<file path="config.mk">
export PLATFORM = sky130hd
export DESIGN_NAME = gcd_initiator_flat
export DESIGN_NICKNAME = d
export VERILOG_FILES = /design/src/rtl/gcd_initiator_if.sv /design/src/rtl/gcd_initiator.sv /design/src/flat_wrapper.sv
export SDC_FILE = /design/constraint.sdc
export NUM_CORES = 1
export LEC_CHECK = 0
export BUFFER_PORTS_ARGS = -buffer_cell sky130_fd_sc_hd__buf_2
export CAP_MARGIN = 20
export CORE_ASPECT_RATIO = 1.25
export CORE_UTILIZATION = 49
export DETAILED_ROUTE_END_ITERATION = 6
export PLACE_DENSITY = 0.79
export RECOVER_POWER = 50
export SETUP_SLACK_MARGIN = 0.5
export SYNTH_ARGS = -nofsm -noshare
export SYNTH_HDL_FRONTEND = slang
export SYNTH_SLANG_ARGS = --single-unit
</file>
<file path="constraint.sdc">
create_clock -name clk -period 3.1 [get_ports clk]
set_clock_uncertainty 0.05 [all_clocks]
set_input_delay 0.62 -clock clk [delete_from_list [all_inputs] [get_ports clk]]
set_output_delay 0.62 -clock clk [all_outputs]
set_load 0.02 [all_outputs]
</file>
<file path="src/rtl/gcd_initiator_if.sv">
// rtl/gcd_initiator_if.sv - request, core and response signal bundle for gcd_initiator
interface gcd_initiator_if #(
    parameter int WIDTH = 8
);
    logic             req_valid;
    logic             req_ready;
    logic [WIDTH-1:0] req_a;
    logic [WIDTH-1:0] req_b;
    logic             core_rst;
    logic [WIDTH-1:0] core_a;
    logic [WIDTH-1:0] core_b;
    logic [WIDTH-1:0] core_ret;
    logic             core_done;
    logic             rsp_valid;
    logic             rsp_ready;
    logic [WIDTH-1:0] rsp_ret;
    logic             rsp_err;

    // Initiator side: drives the core and the response channel.
    modport master (
        input  req_valid, req_a, req_b, core_ret, core_done, rsp_ready,
        output req_ready, core_rst, core_a, core_b, rsp_valid, rsp_ret, rsp_err
    );

    // Environment side: command source, gcd core and response consumer.
    modport slave (
        output req_valid, req_a, req_b, core_ret, core_done, rsp_ready,
        input  req_ready, core_rst, core_a, core_b, rsp_valid, rsp_ret, rsp_err
    );
endinterface

</file>
<file path="src/rtl/gcd_initiator.sv">
// rtl/gcd_initiator.sv - serialising front-end for one gcd core with watchdog (option: GCD_INITIATOR_STATS_EN)
module gcd_initiator #(
    parameter int WIDTH   = 8,
    parameter int TIMEOUT = 1023,
    parameter int CNT_W   = 10
) (
    input  logic            clk,
    input  logic            rst,
    gcd_initiator_if.master bus
`ifdef GCD_INITIATOR_STATS_EN
    ,
    output logic [15:0]     stat_done,
    output logic [15:0]     stat_err
`endif
);
    localparam logic [3:0] S_IDLE   = 4'b0001;
    localparam logic [3:0] S_LAUNCH = 4'b0010;
    localparam logic [3:0] S_WAIT   = 4'b0100;
    localparam logic [3:0] S_RESP   = 4'b1000;

    // Last watchdog value still allowed in WAIT before the job is aborted.
    localparam logic [CNT_W-1:0] WD_LAST = CNT_W'(TIMEOUT - 1);

    logic [3:0]       state_q, state_d;
    logic             core_rst_q, core_rst_d;
    logic [WIDTH-1:0] core_a_q, core_a_d;
    logic [WIDTH-1:0] core_b_q, core_b_d;
    logic             rsp_valid_q, rsp_valid_d;
    logic [WIDTH-1:0] rsp_ret_q, rsp_ret_d;
    logic             rsp_err_q, rsp_err_d;
    logic [CNT_W-1:0] wd_q, wd_d;

    // Next-state decode; core_done is only looked at in WAIT since it may be stale in LAUNCH.
    always_comb begin
        state_d     = state_q;
        core_rst_d  = core_rst_q;
        core_a_d    = core_a_q;
        core_b_d    = core_b_q;
        rsp_valid_d = rsp_valid_q;
        rsp_ret_d   = rsp_ret_q;
        rsp_err_d   = rsp_err_q;
        wd_d        = wd_q;
        case (state_q)
            S_IDLE: begin
                core_rst_d = 1'b1;
                if (bus.req_valid) begin
                    core_a_d = bus.req_a;
                    core_b_d = bus.req_b;
                    state_d  = S_LAUNCH;
                end
            end
            S_LAUNCH: begin
                core_rst_d = 1'b0;
                wd_d       = '0;
                state_d    = S_WAIT;
            end
            S_WAIT: begin
                wd_d = wd_q + CNT_W'(1);
                if (bus.core_done) begin
                    rsp_ret_d   = bus.core_ret;
                    rsp_err_d   = 1'b0;
                    rsp_valid_d = 1'b1;
                    core_rst_d  = 1'b1;
                    state_d     = S_RESP;
                end else if (wd_q == WD_LAST) begin
                    rsp_ret_d   = '0;
                    rsp_err_d   = 1'b1;
                    rsp_valid_d = 1'b1;
                    core_rst_d  = 1'b1;
                    state_d     = S_RESP;
                end
            end
            S_RESP: begin
                if (bus.rsp_ready) begin
                    rsp_valid_d = 1'b0;
                    state_d     = S_IDLE;
                end
            end
            default: begin
                core_rst_d  = 1'b1;
                rsp_valid_d = 1'b0;
                state_d     = S_IDLE;
            end
        endcase
    end

    // State and output registers; reset parks the core and drops any job in flight.
    always_ff @(posedge clk) begin
        if (!rst) begin
            state_q     <= S_IDLE;
            core_rst_q  <= 1'b1;
            core_a_q    <= '0;
            core_b_q    <= '0;
            rsp_valid_q <= 1'b0;
            rsp_ret_q   <= '0;
            rsp_err_q   <= 1'b0;
            wd_q        <= '0;
        end else begin
            state_q     <= state_d;
            core_rst_q  <= core_rst_d;
            core_a_q    <= core_a_d;
            core_b_q    <= core_b_d;
            rsp_valid_q <= rsp_valid_d;
            rsp_ret_q   <= rsp_ret_d;
            rsp_err_q   <= rsp_err_d;
            wd_q        <= wd_d;
        end
    end

    assign bus.req_ready = (state_q == S_IDLE);
    assign bus.core_rst  = core_rst_q;
    assign bus.core_a    = core_a_q;
    assign bus.core_b    = core_b_q;
    assign bus.rsp_valid = rsp_valid_q;
    assign bus.rsp_ret   = rsp_ret_q;
    assign bus.rsp_err   = rsp_err_q;

`ifdef GCD_INITIATOR_STATS_EN
    logic        rsp_hs;
    logic [15:0] stat_done_q, stat_err_q;

    assign rsp_hs = (state_q == S_RESP) && bus.rsp_ready;

    // Saturating counts of completed and aborted jobs, bumped on the response handshake.
    always_ff @(posedge clk) begin
        if (!rst) begin
            stat_done_q <= '0;
            stat_err_q  <= '0;
        end else if (rsp_hs) begin
            if (rsp_err_q) begin
                if (stat_err_q != 16'hFFFF) stat_err_q <= stat_err_q + 16'd1;
            end else begin
                if (stat_done_q != 16'hFFFF) stat_done_q <= stat_done_q + 16'd1;
            end
        end
    end

    assign stat_done = stat_done_q;
    assign stat_err  = stat_err_q;
`endif
endmodule

</file>
<file path="src/flat_wrapper.sv">
// flat-port wrapper written by rule: the top's interface ports become plain ports
module gcd_initiator_flat 
#(
    parameter int WIDTH   = 8,
    parameter int TIMEOUT = 1023,
    parameter int CNT_W   = 10
)
  (clk, rst, bus_req_valid, bus_req_a, bus_req_b, bus_core_ret, bus_core_done, bus_rsp_ready, bus_req_ready, bus_core_rst, bus_core_a, bus_core_b, bus_rsp_valid, bus_rsp_ret, bus_rsp_err);
  gcd_initiator_if #(.WIDTH(WIDTH)) bus_i ();
  input  logic clk;
  input  logic rst;
  input wire logic [$bits(bus_i.req_valid)-1:0] bus_req_valid;
  input wire logic [$bits(bus_i.req_a)-1:0] bus_req_a;
  input wire logic [$bits(bus_i.req_b)-1:0] bus_req_b;
  input wire logic [$bits(bus_i.core_ret)-1:0] bus_core_ret;
  input wire logic [$bits(bus_i.core_done)-1:0] bus_core_done;
  input wire logic [$bits(bus_i.rsp_ready)-1:0] bus_rsp_ready;
  output wire logic [$bits(bus_i.req_ready)-1:0] bus_req_ready;
  output wire logic [$bits(bus_i.core_rst)-1:0] bus_core_rst;
  output wire logic [$bits(bus_i.core_a)-1:0] bus_core_a;
  output wire logic [$bits(bus_i.core_b)-1:0] bus_core_b;
  output wire logic [$bits(bus_i.rsp_valid)-1:0] bus_rsp_valid;
  output wire logic [$bits(bus_i.rsp_ret)-1:0] bus_rsp_ret;
  output wire logic [$bits(bus_i.rsp_err)-1:0] bus_rsp_err;
  assign bus_i.req_valid = bus_req_valid;
  assign bus_i.req_a = bus_req_a;
  assign bus_i.req_b = bus_req_b;
  assign bus_i.core_ret = bus_core_ret;
  assign bus_i.core_done = bus_core_done;
  assign bus_i.rsp_ready = bus_rsp_ready;
  assign bus_req_ready = bus_i.req_ready;
  assign bus_core_rst = bus_i.core_rst;
  assign bus_core_a = bus_i.core_a;
  assign bus_core_b = bus_i.core_b;
  assign bus_rsp_valid = bus_i.rsp_valid;
  assign bus_rsp_ret = bus_i.rsp_ret;
  assign bus_rsp_err = bus_i.rsp_err;
  gcd_initiator #(.WIDTH(WIDTH), .TIMEOUT(TIMEOUT), .CNT_W(CNT_W)) u_core (.clk(clk), .rst(rst), .bus(bus_i));
endmodule
</file>
# Word-level counts from Yosys, hierarchy flattened
# Cells that the tools add are included.
dict set report totals {
  ff_bits 41
  in_bits 29
  out_inout_bits 28
  elab_cells 41
}
dict set report op_classes {
  addsub 1
  n_eq_ne 8
  mux 14
  bitwise_logic 2
  n_reduce_logical 8
}
# op n
set ops {}
lappend ops {{$pmux 10 s2} 1}
lappend ops {{$mux 4} 4}
lappend ops {{$mux 8} 2}
lappend ops {{$pmux 4 s4} 1}
lappend ops {{$add 10x1->10 const B} 1}
lappend ops {{$eq 10x10->1 const B} 1}
lappend ops {{$pmux 1 s3} 2}
lappend ops {{$reduce_and 2->1} 3}
lappend ops {{$reduce_and 3->1} 2}
lappend ops {{$eq 4x1->1 const B} 1}
lappend ops {{$eq 4x2->1 const B} 1}
lappend ops {{$eq 4x3->1 const B} 1}
lappend ops {{$eq 4x4->1 const B} 1}
lappend ops {{$mux 1} 4}
lappend ops {{$ne 2x2->1 const B} 2}
lappend ops {{$reduce_bool 2->1} 2}
lappend ops {{$ne 3x2->1 const B} 1}
lappend ops {{$not 1->1} 2}
lappend ops {{$reduce_or 2->1} 1}

# Logic depth before layout (Yosys ltp)
# Gate-level depths: netlist (run 1).
dict set report depth {
  word_depth 4
  depth_mapped 6
  ltp_nobuf 6
}

# Least setup slack after synthesis (run 1)
# OpenSTA, ideal clock, no wires.
dict set report synth_timing {
  path_type {register -> register}
  start {reg u_core.state_q[3]}
  end {reg u_core.core_a_q[0], in the netlist u_core.bus.core_a[0]}
  setup_time_ns 0.132
  t_arrival_ns 1.666
  t_required_ns 2.918
  path_slack_ns 1.252
  stages_incl_launch_ff 6
  n_path_buf 1
  synth_period_minus_slack_ns 1.848
  path_cell_list {dfxtp_1 nor4b_2 nand2_1 clkbuf_1 nand2_1 a21oi_1}
}
dict set report synth_via {
  elab_chain_cells 2
}
# element line
set synth_rtl {}
lappend synth_rtl {{start: declaration} gcd_initiator.sv:24} ;# logic [3:0] state_q, state_d;
lappend synth_rtl {{start signal: assignment} gcd_initiator.sv:99} ;# state_q <= state_d;
lappend synth_rtl {{$eq 4x1->1} --}
lappend synth_rtl {{via bus_req_ready} flat_wrapper.sv:18} ;# output wire logic [$bits(bus_i.req_ready)-1:0] bus_req_ready;
lappend synth_rtl {{$reduce_and 2->1 (no source line)} --}
lappend synth_rtl {{end signal: assignment} gcd_initiator.sv:101} ;# core_a_q <= core_a_d;
lappend synth_rtl {{end: declaration} gcd_initiator.sv:26} ;# logic [WIDTH-1:0] core_a_q, core_a_d;
# The timed path passes the listed nets, and every way through them passes these cells.
# A chain may end at the register's enable or synchronous reset.

# Worst setup path in the final report (run 1)
dict set report layout_timing {
  start {reg u_core.state_q[0]}
  end {out bus_req_ready}
}
dict set report layout_via {
  elab_chain_cells 1
}
# element line
set layout_rtl {}
lappend layout_rtl {{$eq 4x1->1} gcd_initiator.sv:110} ;# assign bus.req_ready = (state_q == S_IDLE);
lappend layout_rtl {{end: declaration} flat_wrapper.sv:18}
# Every way passes these cells.

==> impl_metrics.yaml, run 1 <==
layout:
  drive_gt1_frac: 0.184
  fin_cells: 276
  nets: 269
  n_fill_cell: 287
  final_util: 0.621
  area_delta_synth_final_pct: 21.2
  antenna_cells: 0
  multi_input_area_um2: 738
  final-seq-area_um2: 821
placement:
  gp_congestion: 0.810
  io_buffers: 56
  dp_cells: 268
  dpl.hpwl_um: 2480
  place_ws_ps: 1190
yosys:
  yosys.area.top_type_share: 0.507
  async_flop_share: 0
  ys_seq_area_frac: 0.507
  synth-edff-count: 0
  synth_area_um2: 1620
  synthFlopType: "dfxtp_1"
  yosys_warnings: 0
  synth_cells: 182
  netlist.top_cell.by_area: "dfxtp_1"
  synth_seq_cells: 41
  synth_nets: 213
  synthTopCellsByArea: "dfxtp_1 (51%), nand2_1 (8.6%), a21oi_1 (8.3%)"
  synth_most_common_cell: "dfxtp_1"
  yosys-top-cells-count: "dfxtp_1 (41), nand2_1 (37), a21oi_1 (27)"
  avgSynthCellArea_um2: 8.90
  synth_cell_types: 38
global_routing:
  grtUsageTotal: 0.220
  grt_pass1_vias: 1356
  antenna_found_initial: 0
  grt_overflow: 0
  grt_start_max_net_pins: 18
  grt_first_pass_wirelength_um: 5590
power_and_ir_drop:
  comb_power_share: 0.112
  leakage_nw: 0.791
  p_switching_uw: 264
  swShare: 0.264
  clockPowerShare: 0.332
  p_int_uw: 738
  ir_drop_v: 0.000414
  power_mw: 1.00
  power_density_nw_per_um2: 510
  power_frac_seq: 0.556
route:
  wirelength_um: 3360
  vias: 1458
  drc: 0
  dr.pass1.iters: 4
  first_iter_violations: 15
  drt-wirelength-per-cell_um: 12.2
  drtAntennaViolNets: 0
  viasPerCell: 5.28
timing:
  slew_headroom: 0.448
  period_share: 0.770
  setup-violations-final: 0
  rsz0062_at_grt: "false"
  setup_ws_ps: 712
  tightest_slew_ps: 816
  fin_tns_setup_ps: 0
  hold_viol: 0
  fmax_ghz: 0.419
  fin_crit_ps: 2390
  slew_violations: 0
worst_setup_path:
  critical_path.max_fanout: 5
  start_kind: "flip-flop"
  cp_data_arrival_time_ps: 1720
  rr_worst_depth: 4
  required_ps: 2430
  crit_type: "reg -> out"
  critPathCaptureType: "primary output"
run_status:
  outcome: "finished clean"
cts:
  root_buffer: "clkbuf_8"
  cts_sinks: 41
  tritoncts: "done"
  cts_buffer_depth: 2
  clkSlewWorstSetupHoldPaths_ps: 80
  postCtsHoldBufs: 0
  insertion_delay_ps: 300
  htreeDepth: 2
  cts_resized: 0
  cts_setup_buffers: 0
  cts_buffers: 5
floorplanning:
  die_w_um: 53.4
  core-area_um2: 3170
  initial_utilization: 0.512
  io-pin-count: 57
  die_area_um2: 3540
  rows: 23
  die_y_um: 66.3
min_path:
  hp-class: "reg -> reg"
  holdPathStages: 2
flow_run:
  maxCapViolCount: 0
[registers in the layout, summed over array words and instances, names as in the netlist]
signal                cells
u_core.wd_q              10
u_core.state_q            4
u_core.bus.rsp_err        1
u_core.bus.core_rst       1
u_core.bus.rsp_valid      1
u_core.bus.core_a         8
u_core.bus.rsp_ret        8
u_core.bus.core_b         8
[critical path: stages (launching register included)]
cell and delay [ps]:
dfxtp_1 430, nor4b_1 700, buf_2 300
[per-layer routing]
layer,global-route usage,share of wire,up-vias
met2,0.380,0.47,51
met1,0.228,0.44,648
met5,0,0,-
met3,0.0828,0.065,8
li1,-,-,751
met4,0.102,0.019,0
[final cells by class]
type | instances | share of cell area
clock inverter | 3 | 0.00892
clock buffer | 5 | 0.0350
sequential | 41 | 0.418
inverter | 5 | 0.00955
timing repair buffer | 57 | 0.129
tap | 37 | 0.0236
multi-input combinational | 128 | 0.376
[cells by family after synthesis]
kind of cell	synth area share
flops	0.507
mux	0.00695
fa+ha+maj	0.0154
compound gates	0.193
buf+inv	0.0340
simple gates	0.244
[path summary, 6_finish.rpt]
kind                                                        start                                end  slack [ps]
worst max register to register     u_core.state_q[0]$_SDFFE_PN1P_  u_core.bus.core_b[2]$_SDFFE_PN0P_         970
worst max-delay path               u_core.state_q[0]$_SDFFE_PN1P_                      bus_req_ready         710
worst min register to register  u_core.bus.core_b[5]$_SDFFE_PN0P_  u_core.bus.core_b[5]$_SDFFE_PN0P_         410
worst min-delay path            u_core.bus.core_b[5]$_SDFFE_PN0P_  u_core.bus.core_b[5]$_SDFFE_PN0P_         410
[power groups by stage]
stage | clock network (mW) | logic [mW] | registers [mW]
finish | 0.333 | 0.112 | 0.557
CTS | 0.345 | 0.119 | 0.557
global route | 0.371 | 0.126 | 0.559
global placement | 0 | 0.118 | 0.569
detailed placement | 0 | 0.118 | 0.569
floorplan | 0 | 0.0557 | 0.588
[placed cells by master (no fill, tap or decap), types with 2 or more instances in the layout]
master	netlist	layout
dfxtp_1	41	41
nand2_1	37	37
buf_2	1	29
a21oi_1	27	27
clkbuf_1	5	27
nor2_1	9	9
a22o_1	8	8
inv_1	5	5
o21ai_0	4	5
clkbuf_8	0	5
o211ai_1	4	4
and2_1	3	3
nand3_1	3	3
or3_1	3	3
nor3_1	3	3
nor4b_1	1	2
and3_1	2	2
nor2b_1	2	2
or4b_1	2	2
nand4_1	2	2
ha_1	2	2
clkinv_2	0	2
[per-stage QoR]
step | hold slack [ps] | instance area [um^2]
after floorplan | 426 | 1620
after global placement | 391 | 1920
after detailed placement | 395 | 1920
after CTS | 407 | 2000
after global routing | 429 | 1960
final | 407 | 1960
Power figures use the tool's default switching activity.
==> inputs of run 2 (changes only) <==
Settings changed: CORE_UTILIZATION 49 to 44, PLACE_DENSITY 0.79 to 0.75.
Clock period 3.1 ns to 2.1 ns, I/O delays scaled along.
==> run 2 against run 1 <==
Net effect:
- die area rose by 11%
- utilization fell by 0.089 points
- sequential cell count did not move
- total power rose by 75%
- critical path depth rose by 3
- via count rose by 2.8%
- clock-buffer cell count did not move
- final area rose by 11%
- routed wire length rose by 11%
- clock power rose by 120%
- sequential power rose by 48%
- worst setup slack got worse by 300 ps
- largest cell class unchanged
- largest power group unchanged
==> impl_metrics.yaml, run 2 (synthesized netlist as in run 1, its figures left out) <==
floorplanning:
  initial_utilization: 0.461
  die_area_um2: 3930
  die_w_um: 56.3
  die_y_um: 69.8
  io-pin-count: 57
  rows: 24
  core-area_um2: 3510
timing:
  slew_headroom: 0.630
  slew_violations: 0
  setup-violations-final: 0
  fin_crit_ps: 1690
  fin_tns_setup_ps: 0
  tightest_slew_ps: 554
  period_share: 0.805
  hold_viol: 0
  fin_hold_ws_ps: 284
  rsz0062_at_grt: "true"
  fmax_ghz: 0.592
placement:
  gp_congestion: 0.791
  io_buffers: 56
  dpl.hpwl_um: 2350
  placed_cell_area_um2: 1950
power_and_ir_drop:
  clockPowerShare: 0.423
  power_mw: 1.76
  p_switching_uw: 406
  p_int_mw: 1.35
  power_density_nw_per_um2: 807
  leakage_nw: 0.900
  swShare: 0.231
  ir_drop_v: 0.000729
  power_frac_seq: 0.469
  comb_power_share: 0.108
cts:
  cts_sinks: 41
  root_buffer: "clkbuf_8"
  htreeDepth: 2
  tritoncts: "done"
  cts_buffers: 5
  postCtsHoldBufs: 0
  clkSlewWorstSetupHoldPaths_ps: 80
  cts_buffer_depth: 2
  insertion_delay_ps: 290
route:
  wirelength_um: 3720
  dr.pass1.iters: 4
  drtAntennaViolNets: 0
  drt-wirelength-per-cell_um: 12.8
  first_iter_violations: 48
  viasPerCell: 5.17
  drc: 0
  vias: 1499
global_routing:
  grt_pass1_vias: 1377
  grt_start_max_net_pins: 28
  grtUsageTotal: 0.196
  grt_overflow: 0
  grt_first_pass_wirelength_um: 6020
  antenna_found_initial: 0
worst_setup_path:
  start_kind: "flip-flop"
  rr_worst_depth: 5
  critPathCaptureType: "flip-flop"
  critical_path.max_fanout: 17
  cp_data_arrival_time_ps: 1810
  required_ps: 2220
  worstReg2RegEnd: "u_core.bus.core_b[4]$_SDFFE_PN0P_"
  ff2ff_setup_slack_ps: 410
  r2r_start: "u_core.state_q[2]$_SDFFE_PN0P_"
  crit_type: "reg -> reg"
layout:
  n_fill_cell: 330
  final_cell_mix: "nand2_1 (37), dfxtp_1 (37), buf_2 (28), clkbuf_1 (28), a21oi_1 (26)"
  largest_register_ffs: 10
  regMostFlops: "u_core.wd_q"
  nets: 281
  drive_gt1_frac: 0.267
  final_area_um2: 2180
  antenna_cells: 0
  area_delta_synth_final_pct: 34.4
run_status:
  outcome: "finished clean"
min_path:
  hold_end: "u_core.bus.rsp_ret[3]$_SDFFE_PN0P_"
  holdPathStages: 2
  min_from: "bus_core_ret[3]"
  hp-class: "in -> reg"
flow_run:
  maxCapViolCount: 0
==> run 2: layout make-up <==
class,instances,area (um^2),area share
multi-input combinational,128,800,0.367
timing repair buffer,69,350,0.161
inverter,5,18.8,0.00862
clock buffer,5,68.8,0.0316
clock inverter,3,65.1,0.0299
sequential,41,826,0.379
tap,39,48.8,0.0224
==> run 2: power by group through the flow <==
stage	clock network (mW)	logic [mW]	registers, mW
CTS	0.757	0.195	0.823
global placement	0	0.181	0.840
finish	0.742	0.190	0.824
detailed placement	0	0.182	0.840
global route	0.786	0.210	0.828
floorplan	0	0.0858	0.869
==> run 2: worst max-delay path, stage by stage (launching register included) <==
cell and delay (ps):
dfxtp_1 370, nor4b_4 320, clkbuf_1 190, nand2_1 360, nand2_1 200, a21oi_1 80
==> run 2: per-stage QoR <==
step / setup slack, ps / utilization / cells
2_1_floorplan: 472 / - / 182
3_3_place_gp: 276 / 0.555 / 272
3_5_place_dp: 215 / 0.555 / 272
4_1_cts: 479 / 0.621 / 288
5_1_grt: 238 / 0.620 / 290
6_report: 410 / 0.620 / 290
==> run 2: how the worst max path moves through the flow <==
stage | from | end | slack (ps) | cells after the start
after global placement | u_core.state_q[3]$_SDFFE_PN0P_ | u_core.bus.rsp_ret[3]$_SDFFE_PN0P_ | 280 | 3
after detailed placement | u_core.state_q[3]$_SDFFE_PN0P_ | u_core.bus.rsp_ret[7]$_SDFFE_PN0P_ | 220 | 3
after floorplan | u_core.state_q[3]$_SDFFE_PN0P_ | u_core.state_q[0]$_SDFFE_PN1P_ | 470 | 5
after global routing | u_core.state_q[2]$_SDFFE_PN0P_ | u_core.bus.core_b[4]$_SDFFE_PN0P_ | 240 | 5
final | u_core.state_q[2]$_SDFFE_PN0P_ | u_core.bus.core_b[4]$_SDFFE_PN0P_ | 410 | 5
after CTS | u_core.state_q[2]$_SDFFE_PN0P_ | bus_req_ready | 480 | 2
==> run 2: what timing repair did <==
item	4_1_cts	5_1_grt
pin swaps	5	11
gates resized for setup	11	7
gates cloned	0	0
setup buffers	8	2
setup endpoints to repair	23	37
==> run 2: per-layer routing <==
metal	track usage	part of all wire
met5	0	0
met4	0.0867	0.015
met3	0.0672	0.045
met2	0.340	0.51
met1	0.212	0.43
